File: src/rtl/simon_data_out_pkg.sv
// Shared constants and types for the SIMON output packetiser.
// Packet layout: info byte, count byte, then two blocks of two little-endian words.
package simon_data_out_pkg;

   localparam int N     = 16;
   localparam int WB    = N / 8;
   localparam int BB    = 2 * WB;
   localparam int PKT   = 2 + N / 2;

   localparam int INFO  = 0;
   localparam int COUNT = 1;
   localparam int DATA0 = 2;

   typedef enum logic {
      FILL = 1'b0,
      FULL = 1'b1
   } state_e;

   typedef logic [1:0][N-1:0]   block_t;
   typedef logic [PKT-1:0][7:0] pkt_t;

   function automatic int byte_offset(input int blk, input int w, input int k);
      return DATA0 + blk * BB + w * WB + k;
   endfunction

endpackage

File: src/rtl/simon_data_out_if.sv
// Handshake bundle between the SIMON datapath, the packetiser and the packet consumer.
// master = producer/consumer side, slave = the packetiser.
interface simon_data_out_if;
   import simon_data_out_pkg::*;

   logic   doneDATA;
   block_t outDATA;
   logic   [7:0] infoOUT;
   logic   [7:0] countOUT;
   logic   out_readPKT;
   logic   readDATA;
   logic   out_donePKT;
   pkt_t   out;

   modport master (
      output doneDATA, outDATA, infoOUT, countOUT, out_readPKT,
      input  readDATA, out_donePKT, out
   );

   modport slave (
      input  doneDATA, outDATA, infoOUT, countOUT, out_readPKT,
      output readDATA, out_donePKT, out
   );

endinterface

File: src/rtl/simon_data_out.sv
// Collects two cipher blocks, prepends info/count bytes and holds the packet
// until the consumer acknowledges it.
module simon_data_out
   import simon_data_out_pkg::*;
(
   input  logic             clk,
   input  logic             nR,
   simon_data_out_if.slave  bus
);

   state_e state_q, state_d;
   logic   blk_q, blk_d;
   logic   armed_q, armed_d;
   logic   read_q, read_d;
   pkt_t   pkt_q, pkt_d;

   logic   capture;
   logic   done_pkt;
   logic   [2*BB-1:0][7:0] data_d;
   logic   [7:0] info_d;
   logic   [7:0] count_d;

   // A block is taken only once per doneDATA assertion and never while the packet waits.
   assign capture = (state_q == FILL) && bus.doneDATA && armed_q;

   // NOTE: sequential state uses non-blocking assignments so every flop samples
   // pre-edge values regardless of process ordering.
   always_ff @(posedge clk) begin
      if (nR) begin
         state_q <= FILL;
      end else begin
         state_q <= state_d;
      end
   end

   always_comb begin
      state_d = state_q;
      unique case (state_q)
         FILL: if (capture && blk_q) state_d = FULL;
         FULL: if (bus.out_readPKT)  state_d = FILL;
         default: state_d = FILL;
      endcase
   end

   always_comb begin
      done_pkt = (state_q == FULL);
   end

   always_comb begin
      blk_d   = capture ? ~blk_q : blk_q;
      read_d  = capture;
      armed_d = armed_q;
      if (!bus.doneDATA) begin
         armed_d = 1'b1;
      end else if (capture) begin
         armed_d = 1'b0;
      end
   end

   // Each payload byte slot keeps its value unless its block is the one being captured.
   for (genvar b = 0; b < 2; b++) begin : g_blk
      localparam logic BLK = 1'(b);
      for (genvar w = 0; w < 2; w++) begin : g_word
         for (genvar k = 0; k < WB; k++) begin : g_byte
            localparam int IDX = byte_offset(b, w, k);
            assign data_d[IDX-DATA0] = (capture && (blk_q == BLK))
                                     ? bus.outDATA[w][8*k +: 8]
                                     : pkt_q[IDX];
         end
      end
   end

   // Header bytes are latched together with the completing block.
   always_comb begin
      info_d  = pkt_q[INFO];
      count_d = pkt_q[COUNT];
      if (capture && blk_q) begin
         info_d  = bus.infoOUT;
         count_d = bus.countOUT;
      end
      pkt_d = {data_d, count_d, info_d};
   end

   // NOTE: the packet buffer is reset along with the control flops because a
   // reset must present an all-zero packet, not just abort the partial one.
   always_ff @(posedge clk) begin
      if (nR) begin
         blk_q   <= 1'b0;
         armed_q <= 1'b1;
         read_q  <= 1'b0;
         pkt_q   <= '0;
      end else begin
         blk_q   <= blk_d;
         armed_q <= armed_d;
         read_q  <= read_d;
         pkt_q   <= pkt_d;
      end
   end

   assign bus.readDATA    = read_q;
   assign bus.out_donePKT = done_pkt;
   assign bus.out         = pkt_q;

endmodule

File: src/flat_wrapper.sv
// flat-port wrapper written by rule: the top's interface ports become plain ports
module simon_data_out_flat import simon_data_out_pkg::*;
  (clk, nR, bus_doneDATA, bus_outDATA, bus_infoOUT, bus_countOUT, bus_out_readPKT, bus_readDATA, bus_out_donePKT, bus_out);
  simon_data_out_if bus_i ();
  input  logic clk;
  input  logic nR;
  input wire logic [$bits(bus_i.doneDATA)-1:0] bus_doneDATA;
  input wire logic [$bits(bus_i.outDATA)-1:0] bus_outDATA;
  input wire logic [$bits(bus_i.infoOUT)-1:0] bus_infoOUT;
  input wire logic [$bits(bus_i.countOUT)-1:0] bus_countOUT;
  input wire logic [$bits(bus_i.out_readPKT)-1:0] bus_out_readPKT;
  output wire logic [$bits(bus_i.readDATA)-1:0] bus_readDATA;
  output wire logic [$bits(bus_i.out_donePKT)-1:0] bus_out_donePKT;
  output wire logic [$bits(bus_i.out)-1:0] bus_out;
  assign bus_i.doneDATA = bus_doneDATA;
  assign bus_i.outDATA = bus_outDATA;
  assign bus_i.infoOUT = bus_infoOUT;
  assign bus_i.countOUT = bus_countOUT;
  assign bus_i.out_readPKT = bus_out_readPKT;
  assign bus_readDATA = bus_i.readDATA;
  assign bus_out_donePKT = bus_i.out_donePKT;
  assign bus_out = bus_i.out;
  simon_data_out u_core (.clk(clk), .nR(nR), .bus(bus_i));
endmodule
File: config.mk
export PLATFORM = sky130hd
export DESIGN_NAME = simon_data_out_flat
export DESIGN_NICKNAME = d
export VERILOG_FILES = /design/src/rtl/simon_data_out_pkg.sv /design/src/rtl/simon_data_out_if.sv /design/src/rtl/simon_data_out.sv /design/src/flat_wrapper.sv
export SDC_FILE = /design/constraint.sdc
export NUM_CORES = 1
export LEC_CHECK = 0
export CAP_MARGIN = 25
export CORE_ASPECT_RATIO = 2
export CORE_MARGIN = 1
export CORE_UTILIZATION = 47
export CTS_CLUSTER_DIAMETER = 50
export DETAILED_ROUTE_END_ITERATION = 12
export PLACE_DENSITY = 0.94
export SLEW_MARGIN = 15
export SYNTH_ARGS = -nofsm -noshare
export SYNTH_HDL_FRONTEND = slang
export SYNTH_SLANG_ARGS = --single-unit
File: constraint.sdc
create_clock -name clk -period 2.55 [get_ports clk]
set_input_delay 0.255 -clock clk [delete_from_list [all_inputs] [get_ports clk]]
set_output_delay 0.255 -clock clk [all_outputs]
set_load 0.01 [all_outputs]
==> results of run 1 <==
worst paths after layout:
kind | cells after the start | startpoint | end
worst max-delay path | 1 | u_core.bus.out_donePKT | bus_out_donePKT
worst min-delay path | 2 | nR | u_core.bus.readDATA
worst max register to register | 3 | u_core.bus.out_donePKT | u_core.bus.out[18]
worst min register to register | 2 | u_core.bus.out[66] | u_core.bus.out[66]
area by class of cell:
| cell class | instances | area [um2] |
|---|---|---|
| fill | 551 | 2107 |
| multi-input combinational | 221 | 1707 |
| sequential | 84 | 1682 |
| timing repair buffer | 138 | 1389 |
| clock buffer | 10 | 239.0 |
| tap | 92 | 115.1 |
| clock inverter | 5 | 28.78 |
placed cells by master, fill, tap and decap left out:
cell,n
nand4bb_2,1
mux2i_1,80
dfxtp_1,84
a21oi_1,1
clkbuf_8,1
clkinv_4,1
and4b_2,1
nand3b_1,2
clkinv_2,4
buf_2,1
nand4b_1,1
nand2_1,1
and4bb_2,1
nand2b_1,128
buf_12,2
mux2_2,1
clkdlybuf4s50_1,132
nor2b_1,1
nor2_1,2
buf_4,3
or2b_1,1
clkbuf_16,9
state kept, by name, indices dropped and copies added, names as in the netlist:
register	count
u_core.blk_q	1
u_core.bus.readDATA	1
u_core.bus.out	80
u_core.armed_q	1
u_core.bus.out_donePKT	1
routing by layer:
metal  global-route usage  up-vias  part of all wire
met2               0.3817       86              0.55
met1               0.1997     1203              0.37
li1                     -     1321                 -
met5                    0        -                 0
met3              0.05220       18             0.047
met4               0.1230        0             0.033
cells by family (layout without fill, tap and decap cells):
kind of cell	after synthesis	count (layout)	synth area share
buffers and inverters	23	153	0.04488
muxes	81	81	0.2293
AOI/OAI and AO/OA	1	1	0.001412
and+or+nand+nor	139	139	0.2495
DFF	84	84	0.4749
per-stage QoR:
| stage | power, mW | instances |
|---|---|---|
| 2_1_floorplan | 1.699 | 328 |
| 3_3_place_gp | 1.934 | 535 |
| 3_5_place_dp | 1.948 | 535 |
| 4_1_cts | 3.111 | 550 |
| 5_1_grt | 3.204 | 550 |
| 6_report | 3.064 | 550 |
power groups by stage:
stage / logic (mW) / clock network, mW / registers (mW)
after global placement: 0.481 / 0 / 1.45
final: 0.487 / 1.15 / 1.43
after floorplan: 0.216 / 0 / 1.48
after global routing: 0.521 / 1.25 / 1.44
after detailed placement: 0.492 / 0 / 1.46
after CTS: 0.494 / 1.19 / 1.43
==> metrics.txt, run 1 <==
#FFs+latches synth=84; RSZ-0062 raised after global routing=no; final hold violations=0; total global-route track usage=0.2079; # H-tree levels=3; vias post-DR=2628; syn nets=380; insertion delay to the later sink of the worst-skew pair=0.32 ns; final setup margin=0.9563 ns; hpwl dp=5710 um; routability cong.=0.7186; Core Util, Final=0.7101; Sw Pwr=0.7058 mW; Post-Layout Inst Area=5160 um2; max-cap viol count=0; CTS root buffer=clkbuf_16; pre-CTS WS=0.8155 ns; switching share of power=0.2303; Max stage delay on crit path=0.58 ns; CTS Buf Count=9; Cell variety after synth=19; critical path's top delay family=buffers and inverters; internal power=2.358 mW; flop2flop setup slack=1.21 ns; # clock sinks=84; Starting Density=0.4873; Slew @ Worst Pin=0.5094 ns; fin crit period=1.594 ns; antenna violations before repair=0; Antenna diodes=0; die area=7906 um2; CTS tree=done; Gate power share=0.159; worst hold margin=0.3884 ns; FMAX=627.5 MHz; DRC errors left=0; ys flop type=dfxtp_1; leakage=1.996 nW; list of most frequent post-synthesis cells=nand2b_1 (128), dfxtp_1 (84), mux2i_1 (80), clkbuf_1 (14), buf_4 (4); Die X=63.38 um; share of the synthesized area in the top cell type=0.4749; clock-pin slew on the worst setup and hold paths=0.06 ns; Crit Path Category=reg2out; Post-Syn Area=3541 um2; Area Overhead vs Synth=45.72%; post-synthesis cell count=328; Async S/R FF share, synth=0; most common cell in the netlist=nand2b_1; share of layout cells above drive strength 1=0.05459; relative slew slack=0.6604; nets=506; number of vias per cell=4.778; Remaining Overflow, GRT=0; Final ANT Viol Nets=0; crit-path cells=clkdlybuf4s50_1; DP Area=4892 um2; register area share after synthesis=0.4749; WP data required=2.30 ns; Post-CTS Setup Repair Bufs=0; number of synthesized flops with an enable pin=0; CP Data Arrival Time=1.34 ns; status=finished clean; Crit. End Element=output port; number of global-route vias before repair=2754; Port Buffers=133; Gates resized, CTS repair=0; peak supply drop=489.3 uV; top cell type by total area after synthesis=dfxtp_1; Clock Skew=0.006496 ns; hold crit path type=in2reg; TritonRoute pass-1 iters=4; Synth area leaders=dfxtp_1 (47%), mux2i_1 (23%), nand2b_1 (23%); largest net degree at the start of global routing=61; Die H=124.8 um; Final period util=0.6250; Cell Pwr Density=593.8 nW/um2; # IOs=134; fin. max-slew vios=0; Clock Path Buffers=2; WL/cell=14.17 um; critical-path maximum fanout=8; YS warnings=0; final WL=7796 um; FP Rows=44; 1st-iter DRT viols=122; Hold-fix buffers, CTS=0; final setup TNS=0 ns; Flop pwr share=0.466; first-pass GRT wire length=12720 um; Clock Power Share=0.375; core box area=7267 um2; Slowest-stage cell, CP=clkdlybuf4s50_1; Mean Syn Cell Area=10.80 um2; endpoints failing setup=0; critical path startpoint category=flop; Buf/Inv on CP=1
Power figures use the tool's default switching activity.
==> run 2, diff against run 1 <==
--- a/config.mk
+++ b/config.mk
@@ -8,10 +8,10 @@
 export CAP_MARGIN = 25
 export CORE_ASPECT_RATIO = 2
 export CORE_MARGIN = 1
-export CORE_UTILIZATION = 47
+export CORE_UTILIZATION = 44
 export CTS_CLUSTER_DIAMETER = 50
 export DETAILED_ROUTE_END_ITERATION = 12
-export PLACE_DENSITY = 0.94
+export PLACE_DENSITY = 0.89
 export SLEW_MARGIN = 15
 export SYNTH_ARGS = -nofsm -noshare
 export SYNTH_HDL_FRONTEND = slang
==> constraint.sdc (replaced) <==
create_clock -name clk -period 1.5 [get_ports clk]
set_input_delay 0.15 -clock clk [delete_from_list [all_inputs] [get_ports clk]]
set_output_delay 0.15 -clock clk [all_outputs]
set_load 0.01 [all_outputs]
==> run 2 against run 1 <==
Against the previous run:
- largest cell class unchanged
- power rose by 84%
- final cell count is 1.3% higher
- wire length grew 6.5%
- critical path type unchanged
- register-to-register slack lost 1.0 ns
- combinational power grew 78%
- global-route usage shrank 0.32 points
- first-iteration DRC count fell by 20%
- worst hold slack worse by 0.073 ns
- sequential power rose by 70%
- non-clock buffer count rose by 2
==> metrics.txt, run 2 (synthesis results as in run 1) <==
status=finished clean; Die H=128.9 um; WL/cell=14.90 um; Die X=65.43 um; # IOs=134; CTS tree=done; RSZ-0062 raised after global routing=no; largest net degree at the start of global routing=134; commonest non-fill, non-tap cell in the layout=clkdlybuf4s50_1; Cell Pwr Density=1071 nW/um2; GR Util met3=0.04167; number of vias per cell=4.860; flop2flop setup slack=0.21 ns; Sw Pwr=1.263 mW; reg2reg start=u_core.armed_q; Slowest-stage cell, CP=clkdlybuf4s50_1; worst hold margin=0.3157 ns; final hold violations=0; hold crit path type=in2reg; FP Rows=46; depth of the worst hold-timing path=3; switching share of power=0.2238; Buf/Inv on CP=1; critical-path maximum fanout=8; FMAX=706.9 MHz; crit-path cells=clkdlybuf4s50_1; WP depth=1; final WL=8302 um; Crit. End Element=output port; DP Cell Count=541; CTS Buf Count=9; Slew @ Worst Pin=0.3960 ns; R2R cell count=3; fin crit period=1.415 ns; busiest grt layer=met2; CP Data Arrival Time=1.26 ns; number of global-route vias before repair=2779; non-filler cells, final=557; die area=8432 um2; Critical Path End=bus_out_donePKT; total global-route track usage=0.2047; max FFs per register=80; internal power=4.382 mW; Max stage delay on crit path=0.55 ns; TritonRoute pass-1 iters=4; WP data required=1.35 ns; Gate power share=0.154; Remaining Overflow, GRT=0; Antenna diodes=0; total power after layout=5.645 mW; Flop pwr share=0.431; antenna violations before repair=0; CTS root buffer=clkbuf_16; most frequent cells in the layout=clkdlybuf4s50_1 (132), nand2b_1 (128), dfxtp_1 (83), mux2i_1 (80), clkbuf_16 (9); vias post-DR=2707; met1 Use GR=0.1966; peak supply drop=740.5 uV; routability cong.=0.7826; # H-tree levels=3; leakage=2.040 nW; core box area=7885 um2; relative slew slack=0.7360; 1st-iter DRT viols=97; Clock Path Buffers=2; Hold-fix buffers, CTS=0; final setup margin=0.08547 ns; Final period util=0.9430; fin. max-slew vios=0; clock-pin slew on the worst setup and hold paths=0.05 ns; crit path from=u_core.bus.out_donePKT; Clock Skew=0.004453 ns; nets=508; critical path's top delay family=buffers and inverters; endpoints failing setup=0; Port Buffers=133; # clock sinks=84; hpwl dp=5934 um; critical path startpoint category=flop; insertion delay to the later sink of the worst-skew pair=0.34 ns; Clock Power Share=0.416; Area Overhead vs Synth=48.80%; pre-CTS WS=-0.1057 ns; Final ANT Viol Nets=0; DRC errors left=0; Starting Density=0.4491; max-cap viol count=0; Crit Path Category=reg2out; met2 GRT Util=0.3827; share of layout cells above drive strength 1=0.06074; first-pass GRT wire length=12930 um; Reg2Reg Capture Point=u_core.bus.out[8]
run 2: cell type report:
type                       instances  area [um2]
clock inverter                     5       75.07
tap                               96       120.1
sequential                        84        1683
multi-input combinational        221        1707
clock buffer                      11       242.7
timing repair buffer             140        1441
fill                             603        2616
run 2: stage by stage:
step	TNS (ns)	utilization	area (um2)
2_1_floorplan	0	-	3541
3_3_place_gp	-0.00006284	0.6277	4950
3_5_place_dp	-1.919	0.6277	4950
4_1_cts	0	0.6682	5269
5_1_grt	0	0.6682	5269
6_report	0	0.6682	5269
run 2: layer usage:
| layer | up-vias | share of wire |
|---|---|---|
| met4 | 0 | 0.040 |
| met1 | 1270 | 0.36 |
| met2 | 92 | 0.56 |
| met3 | 20 | 0.042 |
| met5 | - | 0 |
| li1 | 1325 | - |
run 2: repair_timing:
| item | CTS | global route |
|---|---|---|
| endpoints found under the setup margin | 1 | 0 |
| buffers inserted | 0 | 0 |
| endpoints found under the hold margin | 0 | 0 |
| resized for setup | 1 | 0 |
run 2: power groups by stage:
stage               Combinational (mW)  Sequential (mW)  Clock, mW
finish                           0.867             2.43       2.35
global route                     0.924             2.44       2.48
detailed placement               0.873             2.48          0
global placement                 0.854             2.47          0
floorplan                        0.367             2.52          0
CTS                              0.878             2.43       2.39
run 2: worst min-delay path by stage:
stage | start | endpoint | slack (ns)
finish | nR | u_core.bus.out_donePKT | 0.32
global route | nR | u_core.bus.out_donePKT | 0.36
CTS | nR | u_core.bus.readDATA | 0.32
detailed placement | u_core.bus.out[49] | u_core.bus.out[49] | 0.46
global placement | u_core.bus.out[45] | u_core.bus.out[45] | 0.46
floorplan | bus_doneDATA | u_core.armed_q | 0.24
==> run 3, diff against run 2 <==
--- a/config.mk
+++ b/config.mk
@@ -9,6 +9,7 @@
 export CORE_ASPECT_RATIO = 2
 export CORE_MARGIN = 1
 export CORE_UTILIZATION = 44
+export CTS_BUF_LIST = sky130_fd_sc_hd__clkbuf_4 sky130_fd_sc_hd__clkbuf_8 sky130_fd_sc_hd__clkbuf_16
 export CTS_CLUSTER_DIAMETER = 50
 export DETAILED_ROUTE_END_ITERATION = 12
 export PLACE_DENSITY = 0.89
==> run 3 against run 2 <==
Against the previous run:
- worst setup slack is the same
- flip-flop and latch count is the same
- via count is essentially flat
- sequential share of layout area is essentially flat
- clock skew is the same
- power grew 0.32%
- non-clock buffer count is the same
- first-iteration DRC count is the same
- utilization is essentially flat
==> metrics.txt, run 3 (synthesis results as in run 1) <==
Remaining Overflow, GRT=0; Die X=65.43 um; 1st-iter DRT viols=97; Hold Crit Start=nR; CP Data Arrival Time=1.26 ns; Cell Pwr Density=1074 nW/um2; clock-pin slew on the worst setup and hold paths=0.05 ns; fin crit period=1.415 ns; total global-route track usage=0.2047; commonest non-fill, non-tap cell in the layout=clkdlybuf4s50_1; Clock Path Buffers=2; number of vias per cell=4.858; CTS Buf Count=9; Port Buffers=133; hold crit path type=in2reg; Layout fillers=604; die area=8432 um2; endpoints failing setup=0; Area Overhead vs Synth=48.90%; critical path's top delay family=buffers and inverters; peak supply drop=741.5 uV; # clock sinks=84; Max stage delay on crit path=0.55 ns; switching share of power=0.2231; Slew @ Worst Pin=0.3964 ns; FMAX=706.9 MHz; Crit Path Category=reg2out; Reg2Reg Capture Point=u_core.bus.out[8]; Post-CTS Setup Repair Bufs=0; nets=508; non-filler cells, final=557; total power after layout=5.663 mW; antenna violations before repair=0; fin. max-slew vios=0; pre-CTS WS=-0.1057 ns; max-cap viol count=0; WP data required=1.35 ns; routability cong.=0.7826; WL/cell=14.90 um; Slowest-stage cell, CP=clkdlybuf4s50_1; # IOs=134; final WL=8301 um; Clock Power Share=0.418; Final period util=0.9430; hpwl dp=5934 um; most frequent cells in the layout=clkdlybuf4s50_1 (132), nand2b_1 (128), dfxtp_1 (83), mux2i_1 (80), clkbuf_16 (9); R2R cell count=3; share of layout cells above drive strength 1=0.06291; RSZ-0062 raised after global routing=no; TritonRoute pass-1 iters=4; vias post-DR=2706; DP Cell Count=541; final setup TNS=0 ns; first-pass GRT wire length=12930 um; status=finished clean; final setup margin=0.08547 ns; internal power=4.400 mW; # H-tree levels=3; DRC errors left=0; Gate power share=0.153; Final ANT Viol Nets=0; max FFs per register=80; insertion delay to the later sink of the worst-skew pair=0.34 ns; critical path startpoint category=flop; CTS root buffer=clkbuf_16; Sw Pwr=1.263 mW; Flop pwr share=0.429; critical-path maximum fanout=8; Antenna diodes=0; Buf/Inv on CP=1; final hold violations=0; crit-path cells=clkdlybuf4s50_1; number of global-route vias before repair=2779; Die H=128.9 um; CTS tree=done; flop2flop setup slack=0.21 ns; Crit. End Element=output port; Starting Density=0.4491; relative slew slack=0.7357; depth of the worst hold-timing path=3; leakage=2.043 nW; Hold EP=u_core.bus.out_donePKT; core box area=7885 um2; largest net degree at the start of global routing=134; reg2reg start=u_core.armed_q; FP Rows=46; Clock Skew=0.004453 ns
==> run 3: power groups by stage <==
| stage | registers, mW | clock network, mW | logic [mW] |
|---|---|---|---|
| after floorplan | 2.52 | 0 | 0.367 |
| after global placement | 2.47 | 0 | 0.854 |
| after detailed placement | 2.48 | 0 | 0.873 |
| after CTS | 2.43 | 2.40 | 0.878 |
| after global routing | 2.44 | 2.49 | 0.924 |
| final | 2.43 | 2.37 | 0.867 |
==> run 3: cell type report <==
cell class              instances  area, um2  area share
clock buffers                  11      246.5     0.04675
clock inverters                 5      75.07     0.01424
multi-input cells             221       1707      0.3237
flip-flops and latches         84       1683      0.3192
well taps                      96      120.1     0.02278
repair buffers                140       1441      0.2734
==> run 3: worst max-delay path by stage <==
stage | slack (ns) | from | end | depth (start not counted)
finish | 0.09 | u_core.bus.out_donePKT | bus_out_donePKT | 1
global placement | -0.00006 | bus_doneDATA | u_core.bus.out[9] | 4
floorplan | 0.33 | u_core.bus.out_donePKT | u_core.bus.out[10] | 4
detailed placement | -0.11 | bus_doneDATA | u_core.bus.out[8] | 4
CTS | 0.07 | u_core.bus.out_donePKT | bus_out_donePKT | 1
global route | 0.06 | u_core.bus.out_donePKT | bus_out_donePKT | 1
==> run 3: layer usage <==
metal / wire length, um / part of all wire / global-route usage / up-vias
li1: - / - / - / 1325
met1: 2998 / 0.36 / 0.1966 / 1269
met2: 4615 / 0.56 / 0.3827 / 92
met3: 351 / 0.042 / 0.04167 / 20
met4: 334 / 0.040 / 0.1253 / 0
met5: 0 / 0 / 0 / -
==> run 3: what timing repair did <==
item,CTS,global route
resized for setup,1,0
endpoints found under the setup margin,1,0
hold buffers,0,0
==> run 3: through the flow <==
step | hold slack [ns] | utilization | cell area (um2)
2_1_floorplan | 0.2367 | - | 3541
3_3_place_gp | 0.4577 | 0.6277 | 4950
3_5_place_dp | 0.4648 | 0.6277 | 4950
4_1_cts | 0.3163 | 0.6687 | 5273
5_1_grt | 0.3622 | 0.6687 | 5273
6_report | 0.3159 | 0.6687 | 5273
